### config.mk
export PLATFORM = sky130hd
export DESIGN_NAME = spi_txn_arbiter
export DESIGN_NICKNAME = d
export VERILOG_FILES = /design/src/rtl/spi_pkg.sv /design/src/rtl/spi_rr_arbiter.sv /design/src/rtl/spi_txn_arbiter.sv
export SDC_FILE = /design/constraint.sdc
export NUM_CORES = 1
export LEC_CHECK = 0
export ABC_CLOCK_PERIOD_IN_PS = 2900
export CAP_MARGIN = 20
export CORE_MARGIN = 4
export CORE_UTILIZATION = 42
export CTS_CLUSTER_DIAMETER = 50
export DETAILED_ROUTE_END_ITERATION = 10
export GPL_TIMING_DRIVEN = 0
export PLACE_DENSITY = 0.77
export SYNTH_ARGS = -nofsm -noshare
export SYNTH_HDL_FRONTEND = slang
export SYNTH_SLANG_ARGS = --single-unit
### constraint.sdc
create_clock -name clk -period 2.9 [get_ports clk]
set_input_delay 0.58 -clock clk [delete_from_list [all_inputs] [get_ports clk]]
set_output_delay 0.58 -clock clk [all_outputs]
set_load 0.005 [all_outputs]
### src/rtl/spi_pkg.sv
// Shared SPI definitions: transaction FSM state encodings and counter-width helpers.
package spi_pkg;

  localparam logic [2:0] ST_IDLE  = 3'd0;
  localparam logic [2:0] ST_START = 3'd1;
  localparam logic [2:0] ST_WAIT  = 3'd2;
  localparam logic [2:0] ST_RESP  = 3'd3;
  localparam logic [2:0] ST_GAP   = 3'd4;

  function automatic int spi_clog2(input int value);
    int r;
    r = 0;
    while ((1 << r) < value) r++;
    return r;
  endfunction

  // Counters never collapse to zero bits, even for degenerate parameter values.
  function automatic int spi_cnt_w(input int value);
    return (spi_clog2(value) < 1) ? 1 : spi_clog2(value);
  endfunction

endpackage

### src/rtl/spi_rr_arbiter.sv
// Round-robin grant over NUM_REQ requesters; the search starts at the rotating pointer.
module spi_rr_arbiter
  import spi_pkg::*;
#(
  parameter int NUM_REQ = 4,
  parameter int IDW     = spi_cnt_w(NUM_REQ)
) (
  input  logic               clk,
  input  logic               rst,
  input  logic [NUM_REQ-1:0] req,
  input  logic               accept,
  output logic [NUM_REQ-1:0] grant,
  output logic [IDW-1:0]     grant_id,
  output logic               grant_any
);

  logic [IDW-1:0] ptr;

  always_comb begin
    int idx;
    idx       = 0;
    grant     = '0;
    grant_id  = '0;
    grant_any = 1'b0;
    for (int k = 0; k < NUM_REQ; k++) begin
      idx = int'(ptr) + k;
      if (idx >= NUM_REQ) idx = idx - NUM_REQ;
      if (!grant_any && req[idx]) begin
        grant_any  = 1'b1;
        grant_id   = IDW'(idx);
        grant[idx] = 1'b1;
      end
    end
  end

  // The client just served becomes lowest priority for the next round.
  always_ff @(posedge clk) begin
    if (rst) begin
      ptr <= '0;
    end else if (accept) begin
      ptr <= (int'(grant_id) == NUM_REQ - 1) ? '0 : grant_id + 1'b1;
    end
  end

endmodule

### src/rtl/spi_txn_arbiter.sv
// Shares one spi_master among NUM_REQ clients: round-robin accept, one transfer at a time,
// timeout watchdog on spi_done, and an enforced idle gap between transfers.
module spi_txn_arbiter
  import spi_pkg::*;
#(
  parameter int DATA_WIDTH     = 8,
  parameter int NUM_REQ        = 4,
  parameter int GAP_CYCLES     = 4,
  parameter int TIMEOUT_CYCLES = 1024
) (
  input  logic                          clk,
  input  logic                          rst,
  input  logic [NUM_REQ-1:0]            req_valid,
  input  logic [NUM_REQ*DATA_WIDTH-1:0] req_data,
  output logic [NUM_REQ-1:0]            req_ready,
  output logic [NUM_REQ-1:0]            resp_valid,
  output logic [DATA_WIDTH-1:0]         resp_data,
  output logic                          resp_err,
  output logic                          busy,
  output logic [DATA_WIDTH-1:0]         data_send,
  output logic                          spi_start,
  input  logic                          spi_done,
  input  logic [DATA_WIDTH-1:0]         data_recv
);

  localparam int IDW = spi_cnt_w(NUM_REQ);
  localparam int TW  = spi_cnt_w(TIMEOUT_CYCLES);
  localparam int GW  = spi_cnt_w(GAP_CYCLES + 1);

  logic [2:0]         state;
  logic [IDW-1:0]     id;
  logic [TW-1:0]      to_cnt;
  logic [GW-1:0]      gap_cnt;
  logic [NUM_REQ-1:0] grant;
  logic [IDW-1:0]     grant_id;
  logic               grant_any;
  logic               accept;

  assign accept     = (state == ST_IDLE) && grant_any;
  assign req_ready  = (state == ST_IDLE) ? grant : '0;
  assign spi_start  = (state == ST_START);
  assign busy       = (state != ST_IDLE);
  assign resp_valid = (state == ST_RESP) ? (NUM_REQ'(1) << id) : '0;

  spi_rr_arbiter #(
    .NUM_REQ (NUM_REQ),
    .IDW     (IDW)
  ) u_rr (
    .clk       (clk),
    .rst       (rst),
    .req       (req_valid),
    .accept    (accept),
    .grant     (grant),
    .grant_id  (grant_id),
    .grant_any (grant_any)
  );

  always_ff @(posedge clk) begin
    if (rst) begin
      state     <= ST_IDLE;
      id        <= '0;
      data_send <= '0;
      resp_data <= '0;
      resp_err  <= 1'b0;
      to_cnt    <= '0;
      gap_cnt   <= '0;
    end else begin
      case (state)
        ST_IDLE: begin
          if (grant_any) begin
            id        <= grant_id;
            data_send <= req_data[grant_id*DATA_WIDTH +: DATA_WIDTH];
            state     <= ST_START;
          end
        end
        ST_START: begin
          to_cnt <= '0;
          state  <= ST_WAIT;
        end
        // spi_done is checked first so a completion on the last allowed cycle still wins.
        ST_WAIT: begin
          if (spi_done) begin
            resp_data <= data_recv;
            resp_err  <= 1'b0;
            state     <= ST_RESP;
          end else if (to_cnt == TW'(TIMEOUT_CYCLES - 1)) begin
            resp_data <= '0;
            resp_err  <= 1'b1;
            state     <= ST_RESP;
          end else begin
            to_cnt <= to_cnt + 1'b1;
          end
        end
        ST_RESP: begin
          gap_cnt <= '0;
          state   <= (GAP_CYCLES == 0) ? ST_IDLE : ST_GAP;
        end
        ST_GAP: begin
          if (int'(gap_cnt) >= GAP_CYCLES - 1) state <= ST_IDLE;
          else gap_cnt <= gap_cnt + 1'b1;
        end
        default: state <= ST_IDLE;
      endcase
    end
  end

endmodule

# Word level (Yosys, flattened, before mapping)
# Index checks and enable logic that the tools add are counted.
# Widths: inputs -> output; s select.
# classes
mux	53
n_bitwise	3
shifts	2
add_sub_neg	10
n_reduce_logical	21
eq_ne	12
n_lt_le_gt_ge	13
# ops
operator	count
$ge 32x1->1 const B	4
$lt 32x4->1 const B	4
$mux 32	4
$ge 32x4->1 const B	3
$sub 32x4->32 const B	3
$shiftx 32x6->8	1
$mux 4	6
$mux 10	2
$pmux 10 s2	1
$mux 1	18
$mux 8	2
$mux 3	5
$pmux 3 s5	1
$or 4x4->4	3
$add 10x1->10 const B	1
$eq 10x10->1 const B	1
$mux 2	5
$ne 2x2->1 const B	5
$bmux 1 s2	4
$demux 1 s2	4
$logic_and 1x1->1	8
$add 2x2->3 const B	2
$eq 3x2->1 const B	2
$pmux 3 s2	1
17 further kinds	24
# word_totals
word_cells	122
inputBits	47
ff_bits	37
output_inout_bits	27

# Depth between registers and ports, before layout
# Gate-level depths: netlist of run 1.
# logic_depth
ltp_word	17
mapped_depth	10
depth_no_buf	8

# Cells and area by module
# A second synthesis of run 1 with hierarchy kept.
# unflattened
hier_cells	253
area_unflattened_um2	2337.2
# by_module_without_submodules
module	cells_per_inst	area_per_inst_um2	n_inst	seq_area_each_um2
spi_txn_arbiter	191	1751.7	1	700.7
spi_rr_arbiter	62	585.6	1	40.0

# Least setup slack after synthesis of run 1
# Ideal clock, no wire load.
# synth_timing
path_kind	reg2out
from	register u_rr.ptr[0]
to	output req_ready[1]
slack_ns	0.035
arrival_ns	2.285
path_buffers	1
path_stages_with_launch	9
required_time_ns	2.320
cell_sequence	dfxtp_1 buf_4 inv_1 ha_1 mux4_2 nor3_4 and2_1 a221oi_1 nor2_1
# synth_between
elab_chain_len	16
word_cells_on_any_way	64
classes_between	add/sub: 7; order compare: 12; mux: 32; bitwise: 3; reduce/logical: 10
# synth_lines
element	line	source
start: declaration	spi_rr_arbiter.sv:17	logic [IDW-1:0] ptr;
start signal: assignment	spi_rr_arbiter.sv:41	ptr <= (int'(grant_id) == NUM_REQ - 1) ? '0 : grant_id + 1'b1;
parallel branches: the longest is 14 deep, another holds $sub 32x4->32	-	
$mux 4 (*)	spi_rr_arbiter.sv:28	if (!grant_any && req[idx]) begin
$mux 4 (*)	spi_txn_arbiter.sv:40	assign req_ready = (state == ST_IDLE) ? grant : '0;
end: declaration	spi_txn_arbiter.sv:15	output logic [NUM_REQ-1:0] req_ready,
# Every way passes the cells marked *. The select of a mux whose other input is x is not followed.

# Final worst setup path of run 1
# layout_timing
from	register u_rr.ptr[0]
to	output req_ready[3]
# Same word-level chain as after synthesis.

==> results.yml, run 1 <==
synth:
  syn_inst: 250
  synth-compound-area-share_pct: 18.0
  yosysUniqueCellTypes: 50
  yosysWarnings: 0
  synth_top_area_cell: "dfxtp_1"
  synth_fa_ha_area_share_pct: 3.91
  yosys_most_used_dff: "dfxtp_1"
  avgSynthCellArea_sq_um: 8.96
  seq_area_frac_synth_pct: 33.1
  synth-seq-cells: 37
  synth_area_leaders: "dfxtp_1 33%, mux2i_1 8.5%, nor2_1 5.5%"
  yosys.area_share.simple_pct: 24.1
  synthXorXnorAreaFrac_pct: 2.74
  syn-num-nets: 304
  synthArstFlopShare_pct: 0
  synth_top_area_share_pct: 33.1
  synth_top_family_by_area: "simple AND/OR/NAND/NOR gates"
  synth.most_common_cell: "dfxtp_1"
  synth-edff-count: 0
  syn-cell-area_sq_mm: 0.00224
  synthMuxAreaShare_pct: 13.0
  synthTopCellsByCount: "37 x dfxtp_1, 33 x nor2_1, 19 x mux2i_1"
layout:
  fin_area_sq_mm: 0.00335
  nFillCells: 453
  diodes: 0
  area_growth_pct: 49.6
  drive_above_1_share_pct: 17.2
  fin_nets: 397
pwr:
  p_seq_share_pct: 23.9
  pwr-share-comb_pct: 59.2
  sw_frac_of_total_pct: 38.3
  power.internal_mw: 1.72
  power_density_mw_per_mm2: 832
  ir_worst_vdd_uv: 401
  p_switching_mw: 1.07
  leakage_nw: 1.24
  p_clk_share_pct: 16.9
critical_path:
  worstSetupEndpointType: "output port"
  cp.arrival_ns: 2.48
  r2r_cells: 12
  cpPeakStageDelay_ns: 0.60
  crit_required_ns: 2.32
  crit_chain: "buf_8, inv_6, ha_4, mux4_2, buf_6, nor3_4, and2_4, a221oi_1, nor2_1, buf_2"
  path_class: "reg2out"
  slowest_stage: "mux4_2"
  critPathLaunchType: "flip-flop"
  path_max_fanout: 5
routing:
  vias: 2235
  drt_wl_total_microns: 6090
  drtAntennaViolNets: 0
  avgViaCountPerCell: 5.40
  dr.pass1.iters: 4
  routedWlPerCell_microns: 14.7
  drtIter0Drc: 127
  post-route-drc-count: 0
sta:
  clock_skew_ns: 0.00876
  grt_setup_unrepaired: "yes"
  worstMarginPinSlew_ns: 0.456
  maxSlewHeadroom_pct: 69.6
  fmax_mhz: 327
  min_period_over_period_pct: 105
  final_hold_viol_count: 0
  slew_viol_final: 0
  setup_slack_ns: -0.158
  min_period_ns: 3.06
  holdWs_ns: 0.469
  setup_viol: 4
global_route:
  grt_max_degree: 13
  grt-ovfl-total: 0
  grt_pass1_wl_microns: 9960
  antenna_found_initial: 0
  grt_pass1_vias: 2245
  track_usage_pct: 19.2
hold_path:
  whs_path_depth: 2
  hp-class: "reg2reg"
clock_network:
  clk_pin_slew_worst_paths_ns: 0.08
  htreeDepth: 2
  clock_latency_ns: 0.29
  clkSinkCount: 37
  cts-root-buf: "clkbuf_8"
  ctsLongestPathBuffers: 2
  tritoncts: "yes"
  hold_buffers: 0
  numCtsBuffers: 5
outcome:
  status: "complete, but fails checks"
  failed_checks: "negative setup slack"
placed_design:
  place_area_sq_mm: 0.00306
  gp_congestion: 0.793
  detailed_place_hpwl_microns: 4190
  portBuffers: 73
floorplan:
  io_pins: 74
  num_rows: 26
  fp.dieH_microns: 81.0
  core_sq_mm: 0.00514
  start_util_pct: 43.6
  die_w_microns: 81.0
  die_area_sq_mm: 0.00657
flow_run:
  max-cap-violations: 0
==> what timing repair did <==
item                                    in CTS  in global routing
pin swaps                                   10                 10
endpoints found under the setup margin      16                  5
endpoints found under the hold margin        0                  0
resized for setup                           41                  6
buffers inserted                            12                  3
==> power by group through the flow <==
stage | combinational (mW) | sequential (mW) | clock [mW]
after floorplan | 0.970 | 0.669 | 0
after global placement | 1.38 | 0.675 | 0
after detailed placement | 1.39 | 0.678 | 0
after CTS | 1.57 | 0.662 | 0.476
after global routing | 1.80 | 0.684 | 0.496
final | 1.65 | 0.668 | 0.471
==> stage by stage <==
| stage | power [mW] | setup WS (ns) | cells | utilization [%] | setup TNS (ns) |
|---|---|---|---|---|---|
| after floorplan | 1.64 | 0.0349 | 250 | - | 0 |
| after global placement | 2.05 | -0.646 | 393 | 59.5 | -4.18 |
| after detailed placement | 2.07 | -0.719 | 393 | 59.5 | -4.66 |
| after CTS | 2.71 | -0.124 | 413 | 64.5 | -0.485 |
| after global routing | 2.98 | -0.270 | 414 | 65.2 | -1.06 |
| final | 2.79 | -0.158 | 414 | 65.2 | -0.601 |
==> placed cells by master (no fill, tap or decap), types with 3 or more instances in the layout <==
cell             count
o21ai_0              4
buf_4               13
mux4_2               4
nor3_1               8
clkbuf_1             6
nor2_1              33
nand2_1             12
a221oi_2             3
buf_6                5
mux2i_1             19
dfxtp_1             35
nand3b_1            11
or3_1                4
a22oi_1              9
ha_1                 6
a21oi_1             10
clkbuf_8             6
o221ai_1             7
a22oi_2              3
nand3_1              5
nor2b_1              6
inv_1                7
dlygate4sd2_1        4
buf_2                4
clkdlybuf4s50_1     65
xnor2_1              7
a211oi_1             3
==> sequential cells by signal (all words and copies together), names as in the netlist <==
name,cells
to_cnt,10
gap_cnt,3
id,2
state,3
resp_err,1
data_send,8
u_rr.ptr,2
resp_data,8
==> logic make-up after synthesis <==
group / count (synthesis)
adder cells (fa/ha/maj): 7
multiplexers: 24
flip-flops: 37
buffers and inverters: 23
AND/OR/NAND/NOR: 100
AO/OA/AOI/OAI: 52
XOR/XNOR: 7
==> critical path, delay by kind of cell (launching register included) <==
kind / cells / cell delay, ns
adder cells (fa/ha/maj): 1 / 0.26
flip-flops: 1 / 0.36
AND/OR/NAND/NOR: 3 / 0.45
multiplexers: 1 / 0.60
buffers and inverters: 4 / 0.43
AO/OA/AOI/OAI: 1 / 0.08
==> worst paths after layout <==
path                                  start      endpoint  slack (ns)
worst max-delay path            u_rr.ptr[0]  req_ready[3]       -0.16
worst max register to register  u_rr.ptr[0]  data_send[2]        0.11
worst min-delay path               resp_err      resp_err        0.47
worst min register to register     resp_err      resp_err        0.47
==> layer usage <==
layer / routed length [microns] / GRT usage (%) / share of wire (%) / vias up
met5: 0 / 0 / 0 / -
met4: 78 / 5.91 / 1.3 / 0
met3: 481 / 6.98 / 7.9 / 8
met2: 3040 / 33.3 / 50 / 77
met1: 2490 / 21.9 / 41 / 1041
li1: - / - / - / 1109
==> layout make-up <==
class	instances	area, sq um	share of cell area (%)
timing repair buffer	88	826	24.6
multi-input combinational	190	1450	43.3
inverter	9	43.8	1.31
clock inverter	2	37.5	1.12
buffer	12	78.8	2.35
sequential	37	746	22.2
clock buffer	6	82.6	2.46
tap	70	87.6	2.61
(Power assumes the default switching activity.)
==> run 2, diff against run 1 <==
ABC_CLOCK_PERIOD_IN_PS = 3200   (was 2900)
CORE_UTILIZATION = 46   (was 42)
PLACE_DENSITY = 0.8   (was 0.77)
REMOVE_ABC_BUFFERS = 1   (was not set)
SETUP_SLACK_MARGIN = 0.2   (was not set)
clock period = 3.2 ns   (was 2.9 ns; I/O delays follow)
==> results.yml, run 2 (synthesized netlist as in run 1, its figures left out) <==
outcome:
  status: "complete, no violations"
sta:
  slew_viol_final: 0
  setup_tns_ns: 0
  maxSlewHeadroom_pct: 40.3
  fmax_mhz: 329
  grt_setup_unrepaired: "yes"
  min_period_ns: 3.04
  min_period_over_period_pct: 94.9
  clock_skew_ns: 0.00585
  worstMarginPinSlew_ns: 0.891
  final_hold_viol_count: 0
  setup_viol: 0
layout:
  fin_nets: 385
  final_common_cell: "clkdlybuf4s50_1"
  top_register: "to_cnt"
  area_growth_pct: 44.6
  layout_common_cells: "65 x clkdlybuf4s50_1, 35 x dfxtp_1, 33 x nor2_1, 19 x mux2i_1, 12 x nand2_1"
  drive_above_1_share_pct: 16.0
  diodes: 0
  largest_reg_flops: 10
  largestRegisters: "to_cnt: 10 flops, data_send: 8 flops, resp_data: 8 flops"
clock_network:
  clk_pin_slew_worst_paths_ns: 0.08
  htreeDepth: 2
  clock_latency_ns: 0.29
  cts-root-buf: "clkbuf_8"
  clkSinkCount: 37
  ctsLongestPathBuffers: 2
  hold_buffers: 0
  tritoncts: "yes"
  numCtsBuffers: 5
critical_path:
  slowest_stage: "mux4_2"
  path_class: "reg2out"
  cpPeakStageDelay_ns: 0.58
  cp.arrival_ns: 2.40
  critPathLaunchType: "flip-flop"
  crit_cells: 10
  crit_chain: "inv_4, ha_4, mux4_2, buf_6, nor2b_4, a22oi_1, nor2_1, a221oi_2, nor2_1, buf_2"
  crit_path_frequent_cell: "nor2_1"
  critPathBufInv: 3
  worstSetupEndpointType: "output port"
  path_max_fanout: 5
  crit_required_ns: 2.56
  crit_family: "multiplexers"
  r2r_cells: 8
routing:
  drtIter0Drc: 111
  routedWlPerCell_microns: 14.7
  avgViaCountPerCell: 5.54
  vias: 2212
  post-route-drc-count: 0
  dr.pass1.iters: 4
  drt_wl_total_microns: 5870
  drtAntennaViolNets: 0
flow_run:
  max-cap-violations: 0
global_route:
  grt_pass1_wl_microns: 9420
  grt_pass1_vias: 2080
  track_usage_pct: 19.0
  antenna_found_initial: 0
  grt-ovfl-total: 0
  grt_max_degree: 32
hold_path:
  hp-class: "reg2reg"
  whs_path_depth: 2
placed_design:
  portBuffers: 73
  detailed_place_hpwl_microns: 4050
  gp_congestion: 0.790
floorplan:
  die_w_microns: 77.8
  die_area_sq_mm: 0.00605
  fp.dieH_microns: 77.8
  core_sq_mm: 0.00472
  start_util_pct: 47.4
  num_rows: 25
  io_pins: 74
pwr:
  ir_worst_vdd_uv: 339
  power_density_mw_per_mm2: 718
  power.total_mw: 2.32
  leakage_nw: 1.20
==> run 2: final timing paths <==
| check | from | end | slack [ns] |
|---|---|---|---|
| worst max-delay path | u_rr.ptr[0] | req_ready[2] | 0.16 |
| worst min-delay path | resp_err | resp_err | 0.46 |
| worst max register to register | u_rr.ptr[0] | data_send[0] | 0.40 |
| worst min register to register | resp_err | resp_err | 0.46 |
==> run 2: report_power, final <==
| part | internal [mW] | leakage [nW] | switching [mW] |
|---|---|---|---|
| registers | 0.544 | 0.303 | 0.0783 |
| logic | 0.685 | 0.849 | 0.672 |
| clock network | 0.175 | 0.0512 | 0.171 |
==> run 2: metrics by stage <==
step	cell area, sq um	cells	util (%)	worst slack, ns	hold slack (ns)
after floorplan	2160	236	-	0.230	0.442
after global placement	2970	376	62.9	-0.479	0.447
after detailed placement	2970	376	62.9	-0.541	0.453
after CTS	3160	394	66.9	0.133	0.468
after global routing	3240	399	68.6	0.0512	0.504
final	3240	399	68.6	0.164	0.461
==> run 2: cell type report <==
cell class                      count  area [sq um]
Sequential cell                    37           748
Clock inverter                      2          13.8
Multi-Input combinational cell    190          1430
Inverter                            9          38.8
Clock buffer                        6          82.6
Tap cell                           67          83.8
Fill cell                         396          1480
Timing Repair Buffer               88           847
==> run 2: tightest hold or removal path, delay by kind of cell (launching register included) <==
kind / cells / cell delay, ns
buffers and inverters: 1 / 0.05
AO/OA/AOI/OAI: 1 / 0.05
flip-flops: 1 / 0.32
==> run 2: routing by layer <==
layer	routed length (microns)	up-vias	GRT usage [%]
met2	2990	64	33.9
met5	0	-	0
met1	2470	1061	21.6
met4	54	0	6.58
li1	-	1082	-
met3	366	5	5.22
==> run 2: timing repair <==
action,in CTS,in global routing
setup buffers,10,4
pin swaps,4,8
resized for setup,30,9
setup endpoints to repair,16,11
==> run 3, diff against run 2 <==
ABC_CLOCK_PERIOD_IN_PS = 3700   (was 3200)
CORE_UTILIZATION = 50   (was 46)
PLACE_DENSITY = 0.86   (was 0.8)
clock period = 3.7 ns   (was 3.2 ns; I/O delays follow)
==> results.yml, run 3 (synthesized netlist as in run 1, its figures left out) <==
layout:
  top_register: "to_cnt"
  largest_reg_flops: 10
  fin_area_sq_mm: 0.00322
  drive_above_1_share_pct: 13.0
  layout_common_cells: "66 x clkdlybuf4s50_1, 35 x dfxtp_1, 33 x nor2_1, 19 x mux2i_1"
  fin_nets: 384
  final_common_cell: "clkdlybuf4s50_1"
  largestRegisters: "to_cnt: 10 flops, data_send: 8 flops, resp_data: 8 flops"
  area_growth_pct: 43.7
  diodes: 0
routing:
  drtAntennaViolNets: 0
  post-route-drc-count: 0
  dr.pass1.iters: 4
  avgViaCountPerCell: 5.75
  drtIter0Drc: 127
  vias: 2198
  routedWlPerCell_microns: 15.3
  drt_wl_total_microns: 5860
global_route:
  grt_pass1_vias: 2063
  use_met2_pct: 35.0
  grt-ovfl-total: 0
  grt_pass1_wl_microns: 9010
  track_usage_pct: 20.9
  grt_max_degree: 32
  busiest_layer: "met2"
  met3_usage_pct: 8.28
  antenna_found_initial: 0
  use_met1_pct: 24.3
pwr:
  power_density_mw_per_mm2: 632
  ir_worst_vdd_uv: 346
  leakage_nw: 1.23
floorplan:
  die_area_sq_mm: 0.00562
  num_rows: 24
  io_pins: 74
  start_util_pct: 51.5
  core_sq_mm: 0.00435
  die_w_microns: 74.9
  fp.dieH_microns: 74.9
sta:
  min_period_over_period_pct: 93.0
  grt_setup_unrepaired: "no"
  setup_tns_ns: 0
  min_period_ns: 3.44
  slew_viol_final: 0
  setup_viol: 0
  worstMarginPinSlew_ns: 0.876
  maxSlewHeadroom_pct: 41.4
  setup_slack_ns: 0.258
  clock_skew_ns: 0.00839
  holdWs_ns: 0.466
  fmax_mhz: 291
  final_hold_viol_count: 0
critical_path:
  reg2reg_setup_slack_ns: 0.86
  crit_chain: "dlygate4sd2_1, mux4_2, nor2b_4, a22oi_1, nor2_1, a221oi_1, nor2_1, clkdlybuf4s50_1"
  critPathBufInv: 2
  crit_path_frequent_cell: "nor2_1"
  path_max_fanout: 8
  crit_family: "buffers and inverters"
  cp.arrival_ns: 2.70
  cpPeakStageDelay_ns: 0.55
  crit_required_ns: 2.96
  path_class: "in2out"
  critPathLaunchType: "input port"
  slowest_stage: "mux4_2"
  worstSetupEndpointType: "output port"
placed_design:
  place_area_sq_mm: 0.00295
  pre_cts_slack_ns: -0.144
  gp_congestion: 0.816
  detailed_place_hpwl_microns: 3990
  portBuffers: 73
clock_network:
  clkSinkCount: 37
  tritoncts: "yes"
  cts-root-buf: "clkbuf_8"
  hold_buffers: 0
  clock_latency_ns: 0.29
  ctsLongestPathBuffers: 2
  numCtsBuffers: 5
  htreeDepth: 2
  clk_pin_slew_worst_paths_ns: 0.07
flow_run:
  max-cap-violations: 0
outcome:
  status: "complete, no violations"
hold_path:
  hp-class: "reg2reg"
## run 3: cell types whose count changed in the layout (fill, tap and decap cells not counted), moves of 2 or more
cell,delta
dlygate4sd2_1,-2
buf_2,-4
a221oi_1,+2
inv_4,-2
dlymetal6s2s_1,+3
inv_1,+2
a221oi_2,-2
buf_6,-3
clkbuf_2,+2
## run 3: timing repair
item                                    CTS  global route
gates cloned                              1             0
setup buffers                             6             6
resized for setup                        11             9
pin swaps                                 1             3
endpoints found under the setup margin    4             4
## run 3: cell type report
class,count,area [sq um]
Multi-Input combinational cell,191,1430
Fill cell,305,1130
Timing Repair Buffer,86,841
Sequential cell,37,748
Clock buffer,5,68.8
Tap cell,52,65.1
Clock inverter,2,35.0
Inverter,9,33.8
## run 3: routing by layer
layer | wire length (microns) | part of all wire, %
met5 | 0 | 0
met1 | 2410 | 41
met2 | 2910 | 50
met4 | 86 | 1.5
met3 | 459 | 7.8
## run 3: worst reg2reg max path, stage by stage, from the launching register on
cell and delay (ns):
dfxtp_4 0.36, buf_4 0.22, mux4_2 0.59, buf_4 0.20
or4_1 0.51, nand2b_2 0.28, nor2_2 0.09, nand2b_1 0.29
o221ai_1 0.16
## run 3: final timing paths
| path | start | cells past startpoint | endpoint |
|---|---|---|---|
| setup reg to reg | u_rr.ptr[0] | 8 | data_send[1] |
| hold / removal | resp_err | 2 | resp_err |
| setup / recovery | req_valid[1] | 8 | req_ready[3] |
| hold reg to reg | resp_err | 2 | resp_err |
## run 3: power by group
group	leakage, nW	switching (mW)	total [mW]	internal, mW
Clock	0.0540	0.143	0.339	0.196
Sequential	0.303	0.0634	0.534	0.471
Combinational	0.876	0.572	1.16	0.590
## run 3: metrics by stage
stage	total power, mW	std cells	util [%]
after floorplan	1.21	236	-
after global placement	1.53	361	67.8
after detailed placement	1.55	361	67.8
after CTS	1.96	375	72.3
after global routing	2.17	382	73.9
final	2.03	382	73.9
